--- config.mk ---
export PLATFORM = sky130hd
export DESIGN_NAME = wb_port_arbiter_flat
export DESIGN_NICKNAME = d
export VERILOG_FILES = /design/src/rtl/wb_port_arbiter_pkg.sv /design/src/rtl/wb_port_arbiter_if.sv /design/src/rtl/wb_fifo.sv /design/src/rtl/wb_port_arbiter.sv /design/src/flat_wrapper.sv
export SDC_FILE = /design/constraint.sdc
export NUM_CORES = 1
export LEC_CHECK = 0
export BUFFER_PORTS_ARGS = -buffer_cell sky130_fd_sc_hd__buf_2
export CORE_MARGIN = 2
export CORE_UTILIZATION = 51
export DETAILED_ROUTE_END_ITERATION = 10
export PLACE_DENSITY = 0.9
export SETUP_SLACK_MARGIN = 0.15
export SLEW_MARGIN = 30
export SYNTH_ARGS = -nofsm -noshare
export SYNTH_HDL_FRONTEND = slang
export SYNTH_SLANG_ARGS = --single-unit
--- constraint.sdc ---
create_clock -name clk -period 2.3 [get_ports clk]
set_input_delay 0.115 -clock clk [delete_from_list [all_inputs] [get_ports clk]]
set_output_delay 0.115 -clock clk [all_outputs]
set_load 0.005 [all_outputs]
--- src/rtl/wb_port_arbiter_pkg.sv ---
// Shared types and constants for the register-file write-port arbiter.
// Optional busy scoreboard is enabled with WB_SCOREBOARD_EN.
package wb_port_arbiter_pkg;

    localparam int REG_AW = 5;
    localparam int REG_DW = 32;
    localparam int ENTRY_W = REG_AW + REG_DW;
    localparam logic [REG_AW-1:0] REG_ZERO = 5'h0;
    localparam logic [REG_DW-1:0] ZERO_WORD = 32'h0;

    typedef logic [REG_AW-1:0] reg_addr_t;
    typedef logic [REG_DW-1:0] reg_data_t;

    typedef struct packed {
        reg_addr_t addr;
        reg_data_t data;
    } wb_entry_t;

endpackage

--- src/rtl/wb_port_arbiter_if.sv ---
// Bus bundle between pipeline/long unit/issue stage and the arbiter.
// master = surrounding core side, slave = arbiter side.
interface wb_port_arbiter_if;
    import wb_port_arbiter_pkg::*;

    logic      pipe_wreg;
    reg_addr_t pipe_waddr;
    reg_data_t pipe_wdata;
    logic      pipe_stall;
    logic      lu_valid;
    logic      lu_ready;
    reg_addr_t lu_waddr;
    reg_data_t lu_wdata;
    logic      wreg;
    reg_addr_t waddr;
    reg_data_t wdata;
    logic      sb_set;
    reg_addr_t sb_addr;
    reg_addr_t raddr1;
    reg_addr_t raddr2;
    logic      hazard1;
    logic      hazard2;

    modport master (
        output pipe_wreg, pipe_waddr, pipe_wdata,
        input  pipe_stall,
        output lu_valid, lu_waddr, lu_wdata,
        input  lu_ready,
        input  wreg, waddr, wdata,
        output sb_set, sb_addr, raddr1, raddr2,
        input  hazard1, hazard2
    );

    modport slave (
        input  pipe_wreg, pipe_waddr, pipe_wdata,
        output pipe_stall,
        input  lu_valid, lu_waddr, lu_wdata,
        output lu_ready,
        output wreg, waddr, wdata,
        input  sb_set, sb_addr, raddr1, raddr2,
        output hazard1, hazard2
    );

endinterface

--- src/rtl/wb_fifo.sv ---
// Small synchronous FIFO holding long-unit results {addr, data}.
// No fall-through: a pushed entry appears at dout the following cycle.
module wb_fifo #(
    parameter int DEPTH = 2,
    parameter int W     = 37
) (
    input  logic         clk,
    input  logic         resetn,
    input  logic         push,
    input  logic         pop,
    input  logic [W-1:0] din,
    output logic [W-1:0] dout,
    output logic         full,
    output logic         empty
);

    localparam int AW = $clog2(DEPTH);

    logic [W-1:0] mem_q [DEPTH];
    logic [W-1:0] mem_d [DEPTH];
    logic [AW:0]  wptr_q, wptr_d;
    logic [AW:0]  rptr_q, rptr_d;

    assign empty = (wptr_q == rptr_q);
    assign full  = (wptr_q[AW] != rptr_q[AW]) &&
                   (wptr_q[AW-1:0] == rptr_q[AW-1:0]);
    assign dout  = mem_q[rptr_q[AW-1:0]];

    always_comb begin
        mem_d  = mem_q;
        wptr_d = wptr_q;
        rptr_d = rptr_q;
        if (push) begin
            mem_d[wptr_q[AW-1:0]] = din;
            wptr_d = wptr_q + 1'b1;
        end
        if (pop) begin
            rptr_d = rptr_q + 1'b1;
        end
    end

    always_ff @(posedge clk or negedge resetn) begin
        if (!resetn) begin
            wptr_q <= '0;
            rptr_q <= '0;
            for (int i = 0; i < DEPTH; i++) mem_q[i] <= '0;
        end else begin
            wptr_q <= wptr_d;
            rptr_q <= rptr_d;
            mem_q  <= mem_d;
        end
    end

endmodule

--- src/rtl/wb_port_arbiter.sv ---
// Register-file write-port arbiter: pipeline first, long-unit FIFO drains idle slots.
// Define WB_SCOREBOARD_EN to add the busy scoreboard and read-hazard outputs.
module wb_port_arbiter
    import wb_port_arbiter_pkg::*;
#(
    parameter int LU_DEPTH   = 2,
    parameter int STARVE_MAX = 4
) (
    input  logic clk,
    input  logic resetn,
    wb_port_arbiter_if.slave bus
);

    localparam logic [3:0] SMAX = 4'(STARVE_MAX);

    logic       rdy_q, rdy_d;
    logic [3:0] starve_q, starve_d;
    logic       fifo_full, fifo_empty;
    logic       fifo_push, fifo_gnt;
    logic       pipe_eff, starve_hit;
    logic [ENTRY_W-1:0] fifo_dout;
    wb_entry_t  head;

    assign head      = wb_entry_t'(fifo_dout);
    assign pipe_eff  = bus.pipe_wreg && (bus.pipe_waddr != REG_ZERO);
    assign starve_hit = !fifo_empty && (starve_q == SMAX);

    // Zero-address results complete the handshake but are never stored.
    assign bus.lu_ready = rdy_q && !fifo_full;
    assign fifo_push = bus.lu_valid && bus.lu_ready &&
                       (bus.lu_waddr != REG_ZERO);

    wb_fifo #(
        .DEPTH (LU_DEPTH),
        .W     (ENTRY_W)
    ) u_fifo (
        .clk    (clk),
        .resetn (resetn),
        .push   (fifo_push),
        .pop    (fifo_gnt),
        .din    ({bus.lu_waddr, bus.lu_wdata}),
        .dout   (fifo_dout),
        .full   (fifo_full),
        .empty  (fifo_empty)
    );

    always_comb begin
        bus.wreg       = 1'b0;
        bus.waddr      = REG_ZERO;
        bus.wdata      = ZERO_WORD;
        bus.pipe_stall = 1'b0;
        fifo_gnt       = 1'b0;
        if (starve_hit) begin
            fifo_gnt       = 1'b1;
            bus.pipe_stall = 1'b1;
        end else if (pipe_eff) begin
            bus.wreg  = 1'b1;
            bus.waddr = bus.pipe_waddr;
            bus.wdata = bus.pipe_wdata;
        end else if (!fifo_empty) begin
            fifo_gnt = 1'b1;
        end
        if (fifo_gnt) begin
            bus.wreg  = 1'b1;
            bus.waddr = head.addr;
            bus.wdata = head.data;
        end
    end

    always_comb begin
        rdy_d    = 1'b1;
        starve_d = starve_q + 4'd1;
        if (fifo_empty || fifo_gnt) starve_d = 4'd0;
    end

    always_ff @(posedge clk or negedge resetn) begin
        if (!resetn) begin
            rdy_q    <= 1'b0;
            starve_q <= 4'd0;
        end else begin
            rdy_q    <= rdy_d;
            starve_q <= starve_d;
        end
    end

`ifdef WB_SCOREBOARD_EN
    logic [31:0] busy_q, busy_d;

    // Set after clear so a same-cycle redispatch keeps the bit busy.
    always_comb begin
        busy_d = busy_q;
        if (fifo_gnt) busy_d[head.addr] = 1'b0;
        if (bus.sb_set && (bus.sb_addr != REG_ZERO)) begin
            busy_d[bus.sb_addr] = 1'b1;
        end
    end

    always_ff @(posedge clk or negedge resetn) begin
        if (!resetn) busy_q <= '0;
        else         busy_q <= busy_d;
    end

    assign bus.hazard1 = busy_q[bus.raddr1] &&
                         (bus.raddr1 != REG_ZERO) &&
                         !(fifo_gnt && (head.addr == bus.raddr1));
    assign bus.hazard2 = busy_q[bus.raddr2] &&
                         (bus.raddr2 != REG_ZERO) &&
                         !(fifo_gnt && (head.addr == bus.raddr2));
`else
    logic unused_sb;
    assign unused_sb = ^{bus.sb_set, bus.sb_addr, bus.raddr1, bus.raddr2};
    assign bus.hazard1 = 1'b0;
    assign bus.hazard2 = 1'b0;
`endif

endmodule

--- src/flat_wrapper.sv ---
// flat-port wrapper written by rule: the top's interface ports become plain ports
module wb_port_arbiter_flat import wb_port_arbiter_pkg::*;
#(
    parameter int LU_DEPTH   = 2,
    parameter int STARVE_MAX = 4
)
  (clk, resetn, bus_pipe_wreg, bus_pipe_waddr, bus_pipe_wdata, bus_pipe_stall, bus_lu_valid, bus_lu_waddr, bus_lu_wdata, bus_lu_ready, bus_wreg, bus_waddr, bus_wdata, bus_sb_set, bus_sb_addr, bus_raddr1, bus_raddr2, bus_hazard1, bus_hazard2);
  wb_port_arbiter_if bus_i ();
  input  logic clk;
  input  logic resetn;
  input wire logic [$bits(bus_i.pipe_wreg)-1:0] bus_pipe_wreg;
  input wire logic [$bits(bus_i.pipe_waddr)-1:0] bus_pipe_waddr;
  input wire logic [$bits(bus_i.pipe_wdata)-1:0] bus_pipe_wdata;
  output wire logic [$bits(bus_i.pipe_stall)-1:0] bus_pipe_stall;
  input wire logic [$bits(bus_i.lu_valid)-1:0] bus_lu_valid;
  input wire logic [$bits(bus_i.lu_waddr)-1:0] bus_lu_waddr;
  input wire logic [$bits(bus_i.lu_wdata)-1:0] bus_lu_wdata;
  output wire logic [$bits(bus_i.lu_ready)-1:0] bus_lu_ready;
  output wire logic [$bits(bus_i.wreg)-1:0] bus_wreg;
  output wire logic [$bits(bus_i.waddr)-1:0] bus_waddr;
  output wire logic [$bits(bus_i.wdata)-1:0] bus_wdata;
  input wire logic [$bits(bus_i.sb_set)-1:0] bus_sb_set;
  input wire logic [$bits(bus_i.sb_addr)-1:0] bus_sb_addr;
  input wire logic [$bits(bus_i.raddr1)-1:0] bus_raddr1;
  input wire logic [$bits(bus_i.raddr2)-1:0] bus_raddr2;
  output wire logic [$bits(bus_i.hazard1)-1:0] bus_hazard1;
  output wire logic [$bits(bus_i.hazard2)-1:0] bus_hazard2;
  assign bus_i.pipe_wreg = bus_pipe_wreg;
  assign bus_i.pipe_waddr = bus_pipe_waddr;
  assign bus_i.pipe_wdata = bus_pipe_wdata;
  assign bus_pipe_stall = bus_i.pipe_stall;
  assign bus_i.lu_valid = bus_lu_valid;
  assign bus_i.lu_waddr = bus_lu_waddr;
  assign bus_i.lu_wdata = bus_lu_wdata;
  assign bus_lu_ready = bus_i.lu_ready;
  assign bus_wreg = bus_i.wreg;
  assign bus_waddr = bus_i.waddr;
  assign bus_wdata = bus_i.wdata;
  assign bus_i.sb_set = bus_sb_set;
  assign bus_i.sb_addr = bus_sb_addr;
  assign bus_i.raddr1 = bus_raddr1;
  assign bus_i.raddr2 = bus_raddr2;
  assign bus_hazard1 = bus_i.hazard1;
  assign bus_hazard2 = bus_i.hazard2;
  wb_port_arbiter #(.LU_DEPTH(LU_DEPTH), .STARVE_MAX(STARVE_MAX)) u_core (.clk(clk), .resetn(resetn), .bus(bus_i));
endmodule
# ---- Yosys cells after proc, flatten, opt, wreduce, memory -nomap -nowiden
# Index checks and enable logic that the tools add are counted.
dict set report totals {
  in_bits 94
  out_inout_bits 42
  ff_bits 83
  word_cells 50
}
dict set report op_classes {
  magnitude_cmp 3
  muxes 20
  reduce_logical 12
  n_eq_ne 4
  bitwise_logic 2
  n_addsub 3
}
# op n
set op_table {}
lappend op_table {{2-to-1 mux 37 bit} 4}
lappend op_table {{2-to-1 mux 32 bit} 3}
lappend op_table {{bitwise mux 74 bit} 1}
lappend op_table {{demux 37 bit (select 1 bit)} 1}
lappend op_table {{2-to-1 mux 5 bit} 3}
lappend op_table {{nonzero test 5 bit} 2}
lappend op_table {{logical AND 1 bit} 7}
lappend op_table {{2-to-1 mux 1 bit} 7}
lappend op_table {{adder 2 x 1 -> 2 bit (second input constant)} 2}
lappend op_table {{adder 4 x 1 -> 4 bit (second input constant)} 1}
lappend op_table {{== test 4 x 3 -> 1 bit (second input constant)} 1}
lappend op_table {{greater-or-equal comparator 2 bit (second input constant)} 2}
lappend op_table {{2-to-1 mux 4 bit} 1}
lappend op_table {{NOT 1 -> 2 bit} 2}
lappend op_table {{== test 2 bit} 1}
lappend op_table {{logical NOT 1 bit} 2}
lappend op_table {{< comparator 2 x 1 -> 1 bit (second input constant)} 1}
lappend op_table {{== test 1 bit} 1}
lappend op_table {{logical OR 1 bit} 1}
lappend op_table {{!= test 1 bit} 1}

# ---- Depth between registers and ports, before layout
# Gate-level depths: netlist of run 1.
dict set report logic_depth {
  word_depth 6
  mapped_depth 8
  depth_no_buf 6
}

# ---- Cells and area by module
# From an unflattened synthesis of run 1, not the netlist that was laid out.
dict set report unflattened {
  hier_cells 326
  area_unflattened_um2 4475.5
}
# mod cells_per_inst area_per_inst_um2 seq_area_each_um2 n_inst
set by_module_without_submodules {}
lappend by_module_without_submodules {wb_fifo 212 3457.1 1951.9 1}
lappend by_module_without_submodules {wb_port_arbiter 114 1018.5 125.1 1}

# ---- Worst setup path after synthesis of run 1
# Ideal clock, no wire load.
dict set report synth_timing {
  kind {register to output}
  startpoint {reg u_core.u_fifo.rptr_q[0]}
  endpoint {out bus_wdata[0]}
  t_arrival_ps 1698
  n_path_buf 2
  path_slack_ps 487
  t_required_ps 2185
  stages_incl_launch_ff 7
  cell_sequence {dfrtp_1 clkbuf_1 xnor2_1 a21oi_1 nor2_1 clkbuf_1 o2bb2ai_1}
}
dict set report synth_via {
  elab_chain_len 5
  elab_cells_between_ends 12
  cone_classes {eq/ne: 1; mux: 8; bitwise: 1; reduce/logical: 2}
}
# element line_no
set synth_rtl {}
lappend synth_rtl {{start, declared} wb_fifo.sv:22} ;# logic [AW:0] rptr_q, rptr_d;
lappend synth_rtl {{start signal, assigned} wb_fifo.sv:49} ;# rptr_q <= rptr_d;
lappend synth_rtl {{== test 2 bit or NOT 1 -> 2 bit (tied branches)} {wb_fifo.sv:24, wb_fifo.sv:27}}
lappend synth_rtl {{2-to-1 mux 1 bit (tied with other cells)} wb_port_arbiter.sv:60} ;# end else if (!fifo_empty) begin
lappend synth_rtl {{2-to-1 mux 1 bit (tied with other cells)} wb_port_arbiter.sv:56} ;# end else if (pipe_eff) begin
lappend synth_rtl {{2-to-1 mux 1 bit (tied with other cells)} wb_port_arbiter.sv:53} ;# if (starve_hit) begin
lappend synth_rtl {{2-to-1 mux 32 bit *} wb_port_arbiter.sv:63} ;# if (fifo_gnt) begin
lappend synth_rtl {{end, declared} flat_wrapper.sv:21} ;# output wire logic [$bits(bus_i.wdata)-1:0] bus_wdata;
# Every way passes the cells marked *; elsewhere a longest branch is shown, timed or not. The select of a mux whose other input is x is not followed.

# ---- Final worst setup path of run 1
dict set report layout_timing {
  startpoint {reg u_core.u_fifo.wptr_q[0]}
  endpoint {out bus_wdata[21]}
}
dict set report layout_via {
  elab_chain_len 5
  elab_cells_between_ends 8
  cone_classes {eq/ne: 1; mux: 5; reduce/logical: 2}
}
# element line_no
set layout_rtl {}
lappend layout_rtl {{start, declared} wb_fifo.sv:21} ;# logic [AW:0] wptr_q, wptr_d;
lappend layout_rtl {{start signal, assigned} wb_fifo.sv:48} ;# wptr_q <= wptr_d;
lappend layout_rtl {{== test 2 bit *} wb_fifo.sv:24} ;# assign empty = (wptr_q == rptr_q);
lappend layout_rtl {{2-to-1 mux 1 bit or logical NOT 1 bit (tied branches)} {wb_port_arbiter.sv:60, wb_port_arbiter.sv:26}}
lappend layout_rtl {{2-to-1 mux 1 bit or logical AND 1 bit (tied branches)} {wb_port_arbiter.sv:56, wb_port_arbiter.sv:26}}
lappend layout_rtl {{2-to-1 mux 1 bit or 2-to-1 mux 32 bit (tied branches)} wb_port_arbiter.sv:53}
lappend layout_rtl {{2-to-1 mux 32 bit *} wb_port_arbiter.sv:63}
# Every way passes the cells marked *; elsewhere a longest branch is shown, timed or not.

==> results of run 1 <==
-- worst paths after layout --
path                                      endpoint  slack (ps)  cells past startpoint
max                                  bus_wdata[21]         230                      7
min                        u_core.u_fifo.mem_q[47]          10                      2
max reg2reg                u_core.u_fifo.mem_q[15]         420                      5
min reg2reg                u_core.u_fifo.mem_q[69]         490                      1
max in group asynchronous  u_core.u_fifo.rptr_q[0]        1400                      3
min in group asynchronous  u_core.u_fifo.mem_q[31]         280                      2
-- cell families after synthesis --
family / after synthesis
other: 2
and+or+nand+nor: 18
AOI/OAI and AO/OA: 44
xor gates and xnor gates: 8
muxes: 111
DFF: 83
adders and majority gates: 2
buffers and inverters: 24
-- registers in the layout, indices dropped and copies added, names as in the netlist --
register and count:
u_core.u_fifo.rptr_q 2, u_core.u_fifo.wptr_q 2, u_core.u_fifo.mem_q 74, u_core.rdy_q 1, u_core.starve_q 4
-- Yosys cell counts --
master	instances	area, sq um
nand3b_1	1	7.510
or4_1	1	7.510
o211ai_1	1	7.510
o31ai_1	1	7.510
xor2_1	3	26.28
buf_2	6	30.03
inv_1	3	11.26
a21oi_1	1	5.000
nor2_1	6	22.52
mux2_1	54	608.1
mux2_4	20	300.3
nor3_4	1	16.27
buf_4	2	15.01
buf_1	1	3.750
xnor2_1	5	43.79
clkbuf_1	9	33.78
nand2_1	2	7.510
o21ai_0	2	10.01
ha_1	2	25.02
or4_4	1	11.26
nand2b_1	1	6.260
buf_6	3	33.78
a21boi_0	1	7.510
o2bb2ai_1	37	324.1
conb_1	2	7.510
dfrtp_1	83	2077
o211ai_4	1	21.27
nand3_1	3	15.01
nor3b_1	1	7.510
mux2i_1	37	370.4
and2_1	1	6.260
-- timing repair --
action / CTS / global route
hold buffers: 27 / 1
gates cloned: 1 / 0
endpoints found under the hold margin: 83 / 1
pin swaps: 3 / 3
setup endpoints to repair: 66 / 38
gates resized for setup: 3 / 6
setup buffers: 7 / 7
-- per-layer routing --
layer  global-route usage (%)  wire, um  vias to the layer above
met5                        0         0                        -
met4                    6.985        99                        0
met3                    5.077       496                       13
met2                    38.61      4895                      107
met1                    29.11      4205                     1491
li1                         -         -                     1408
-- per-stage QoR --
step | power (mW) | worst slack (ps) | cell area [sq um] | setup TNS (ps) | std cells
floorplan | 4.408 | 487.2 | 4080 | 0 | 293
global placement | 5.221 | -147.4 | 4811 | -4854 | 505
detailed placement | 5.414 | 16.02 | 4832 | 0 | 506
CTS | 6.540 | 177.1 | 5371 | 0 | 557
global route | 7.113 | 126.3 | 5479 | 0 | 565
finish | 6.675 | 227.1 | 5479 | 0 | 565
-- power by group --
group	switching, mW	internal (mW)
combinational	1.38	1.65
sequential	0.412	2.18
clock	0.541	0.502
-- area by class of cell --
class	instances	area, sq um	area share, %
clock buffers	10	127.6	2.329
multi-input cells	187	1942	35.44
inverters	3	11.26	0.2055
flip-flops and latches	83	2078	37.93
well taps	102	127.6	2.329
clock inverters	6	66.31	1.210
repair buffers	174	1126	20.55
==> impl_metrics.py, run 1 <==
metrics = {
    "outcome": {
        "status": "completed",
    },
    "final_layout": {
        "n_fill_cell": 554,
        "diodes": 0,
        "final_util_pct": 70.90,
        "drive_above_1_share_pct": 41.25,
        "nets": 554,
        "mostFrequentLayoutCells": "buf_2 (116), dfrtp_1 (82), mux2_1 (54), mux2i_1 (37), o2bb2ai_1 (36)",
        "final_common_cell": "buf_2",
        "syn2layout_area_growth_pct": 34.41,
    },
    "global_routing": {
        "grt_usage_pct": 22.75,
        "grt-ovfl-total": 0,
        "antenna_found_initial": 0,
        "grt_pass1_wl_um": 15310,
        "grt_pass1_vias": 3146,
        "grt_max_degree": 44,
    },
    "route": {
        "drcViolationCount": 0,
        "drtIter0Drc": 139,
        "ant_nets": 0,
        "drt_wl_total_um": 9696,
        "viasPerCell": 5.343,
        "dr.pass1.iters": 4,
        "wire_per_inst_um": 17.16,
        "num_vias": 3019,
    },
    "critical_path": {
        "crit_family": "buffers and inverters",
        "crit_slowest_cell": "dfrtp_1",
        "path_buf_inv": 3,
        "startpoint": "u_core.u_fifo.wptr_q[0]",
        "cp-start-kind": "register",
        "critPathKind": "reg -> out",
        "crit_required_ps": 2180,
        "arrival_ps": 1960,
        "worstReg2RegStart": "u_core.u_fifo.rptr_q[1]",
        "path_common_cell": "nand2_1",
        "endpoint_kind": "output pin",
        "cpPeakStageDelay_ps": 510,
        "crit_fanout": 20,
        "critical_path.cell_chain": "xnor2_4, buf_4, nand2_1, nand2_1, buf_6, o2bb2ai_1, buf_2",
    },
    "floorplanning": {
        "fp-row-count": 32,
        "io_pins": 136,
        "coreArea_sq_um": 7727,
        "fp.dieW_um": 93.41,
        "die_height_um": 93.41,
        "start_util_pct": 52.75,
        "dieArea_sq_um": 8724,
    },
    "clock_network": {
        "clock_path_buffers": 2,
        "cts_root_buf": "clkbuf_8",
        "cts_sinks": 83,
        "cts_made_buffers": 9,
        "htree_levels": 3,
        "clk_pin_slew_ps": 80,
        "clk_latency_ps": 350,
        "cts_tree": "yes",
    },
    "timing": {
        "worstMarginPinSlew_ps": 713.5,
        "min_period_over_period_pct": 90.12,
        "whs_ps": 13.29,
        "rsz0062_at_grt": "false",
        "clock_skew_ps": 5.076,
        "setup_viol": 0,
        "drv_slew": 0,
        "period_minus_slack_ps": 2073,
        "slew_headroom_pct": 52.43,
        "hold_viol_final": 0,
        "clock.fmax_mhz": 482.4,
    },
    "hold_path": {
        "hold_path.class": "in -> reg",
        "min_from": "bus_lu_wdata[10]",
    },
    "logic_synthesis": {
        "synthCells": 292,
        "synth_mux_area_share_pct": 31.37,
        "synth_top_family_by_area": "multiplexers",
        "synth-seq-cells": 83,
        "seq_area_frac_synth_pct": 50.95,
        "syn_area_sq_um": 4076,
        "synth_fa_ha_area_share_pct": 0.6139,
        "ys_warn_count": 0,
        "ys_types": 31,
        "synth.avg_cell_area_sq_um": 13.96,
        "synth_compound_area_share_pct": 9.392,
        "yosys.area_share.simple_pct": 2.640,
        "synth_xor_area_share_pct": 1.719,
    },
    "place": {
        "port_buffers": 117,
        "place.gp.congestion": 0.7784,
        "hpwl_um": 6133,
    },
    "power": {
        "power-per-cell-area_nw_per_um2": 1218,
        "p_leak_nw": 2.605,
        "power.ir.vdd_worst_v": 0.0006456,
    },
    "flow_run": {
        "drv_cap": 0,
    },
}
(Power assumes the default switching activity.)
==> run 2, diff against run 1 <==
CORE_MARGIN = unset   (was 2)
REMOVE_ABC_BUFFERS = 1   (was unset)
==> impl_metrics.py, run 2 (synthesized netlist as in run 1, its figures left out) <==
metrics = {
    "critical_path": {
        "cpPeakStageDelay_ps": 430,
        "crit_family": "buffers and inverters",
        "cp-start-kind": "register",
        "arrival_ps": 2000,
        "path_common_cell": "buf_4",
        "critPathKind": "reg -> out",
        "path_buf_inv": 4,
        "worstReg2RegStart": "u_core.u_fifo.rptr_q[1]",
        "worstReg2RegEnd": "u_core.u_fifo.mem_q[17]",
        "crit_slowest_cell": "dfrtp_2",
        "cp.depth": 8,
        "rr_worst_depth": 5,
        "endpoint_kind": "output pin",
        "crit_fanout": 18,
        "crit_required_ps": 2180,
        "critical_path.cell_chain": "buf_4, xnor2_2, buf_4, nand2_1, nand2_2, buf_12, o2bb2ai_1, buf_2",
        "r2r_slack_ps": 480,
    },
    "clock_network": {
        "cts_tree": "yes",
        "cts_sinks": 83,
        "cts_root_buf": "clkbuf_8",
        "clock_path_buffers": 2,
        "clk_pin_slew_ps": 90,
        "cts_made_buffers": 9,
        "clk_latency_ps": 350,
        "htree_levels": 3,
    },
    "timing": {
        "clock_skew_ps": 7.738,
        "slew_headroom_pct": 59.67,
        "clock.fmax_mhz": 473.1,
        "min_period_over_period_pct": 91.90,
        "worstMarginPinSlew_ps": 605.0,
        "setup_viol": 0,
        "drv_slew": 0,
        "hold_viol_final": 0,
        "rsz0062_at_grt": "true",
        "period_minus_slack_ps": 2114,
    },
    "final_layout": {
        "seqCellArea_sq_um": 2078,
        "mostFrequentLayoutCells": "buf_2 (116), dfrtp_1 (82), mux2_1 (54), mux2i_1 (37), o2bb2ai_1 (36)",
        "nets": 551,
        "drive_above_1_share_pct": 41.30,
        "multi_input_area_sq_um": 1933,
        "diodes": 0,
        "syn2layout_area_growth_pct": 34.59,
        "final_common_cell": "buf_2",
        "n_fill_cell": 543,
        "final_area_sq_um": 5487,
        "top_regs": "u_core.u_fifo.mem_q: 74 flops, u_core.starve_q: 4 flops",
        "largest_reg_flops": 74,
        "largest-register": "u_core.u_fifo.mem_q",
        "final_util_pct": 71.00,
    },
    "power": {
        "power.ir.vdd_worst_v": 0.0006504,
        "p_leak_nw": 2.609,
        "power-per-cell-area_nw_per_um2": 1239,
    },
    "global_routing": {
        "grt_usage_pct": 24.88,
        "grt-ovfl-total": 0,
        "grt_pass1_wl_um": 15970,
        "antenna_found_initial": 0,
        "grt_pass1_vias": 3276,
        "grt_max_degree": 49,
    },
    "hold_path": {
        "min_to": "u_core.u_fifo.mem_q[23]",
        "hold_path.class": "in -> reg",
        "min_from": "bus_lu_wdata[23]",
        "hold_depth": 2,
    },
    "route": {
        "num_vias": 3018,
        "ant_nets": 0,
        "drt_wl_total_um": 9779,
        "drcViolationCount": 0,
        "wire_per_inst_um": 17.40,
        "drtIter0Drc": 103,
        "viasPerCell": 5.370,
        "dr.pass1.iters": 4,
    },
    "place": {
        "place.gp.congestion": 0.7417,
        "hpwl_um": 5944,
        "port_buffers": 117,
        "place_area_sq_um": 4840,
    },
    "floorplanning": {
        "die_height_um": 91.41,
        "fp-row-count": 32,
        "start_util_pct": 52.75,
        "coreArea_sq_um": 7727,
        "fp.dieW_um": 91.41,
        "dieArea_sq_um": 8355,
        "io_pins": 136,
    },
    "flow_run": {
        "drv_cap": 0,
    },
    "outcome": {
        "status": "completed",
    },
}
## run 2: what timing repair did
item / CTS / global route
buffers inserted: 7 / 3
hold buffers: 27 / 1
cloned: 1 / 0
hold endpoints to repair: 90 / 1
gates resized for setup: 2 / 9
pin swaps: 3 / 3
endpoints found under the setup margin: 65 / 55
## run 2: area by class of cell
| class | count | area share, % |
|---|---|---|
| clock buffers | 9 | 2.258 |
| flip-flops and latches | 83 | 37.88 |
| inverters | 3 | 0.2052 |
| multi-input cells | 187 | 35.23 |
| repair buffers | 171 | 20.27 |
| clock inverters | 7 | 1.824 |
| well taps | 102 | 2.326 |
## run 2: layer usage
| metal | global-route usage [%] | routed length, um | vias to the layer above |
|---|---|---|---|
| met3 | 5.276 | 350 | 17 |
| met4 | 8.201 | 199 | 0 |
| met2 | 43.98 | 5047 | 86 |
| li1 | - | - | 1400 |
| met1 | 30.10 | 4181 | 1515 |
| met5 | 0 | 0 | - |
## run 2: power by group
group	switching, mW	internal [mW]	leakage (nW)
Clock	0.552	0.621	0.108
Combinational	1.37	1.65	1.51
Sequential	0.414	2.18	0.993
Total	2.34	4.46	2.61
## run 2: how the worst max path moves through the flow
stage               slack, ps                       to               startpoint
floorplan               -3470   u_core.u_fifo.mem_q[0]  u_core.u_fifo.rptr_q[0]
global placement         -130  u_core.u_fifo.mem_q[50]  u_core.u_fifo.rptr_q[1]
detailed placement         90  u_core.u_fifo.mem_q[17]  u_core.u_fifo.rptr_q[1]
CTS                       150             bus_wdata[9]  u_core.u_fifo.rptr_q[0]
global route              110             bus_wdata[4]  u_core.u_fifo.rptr_q[0]
finish                    190            bus_wdata[26]  u_core.u_fifo.rptr_q[0]
## run 2: worst register-to-register path, stage by stage, from the launching register on
cell	delay, ps
dfrtp_1	420
xor2_1	190
and2_1	210
nor3b_4	250
buf_12	260
mux2_1	380
## run 2: per-stage QoR
step	power (mW)	TNS (ps)	setup WS (ps)	hold slack, ps	std cells
floorplan	4.377	-206710	-3468	-180.6	272
CTS	6.698	0	151.4	0.7745	558
detailed placement	5.431	0	85.40	168.1	507
global placement	5.256	-4172	-127.7	159.3	506
finish	6.797	0	186.2	14.88	562
global route	7.237	0	108.8	1.560	562
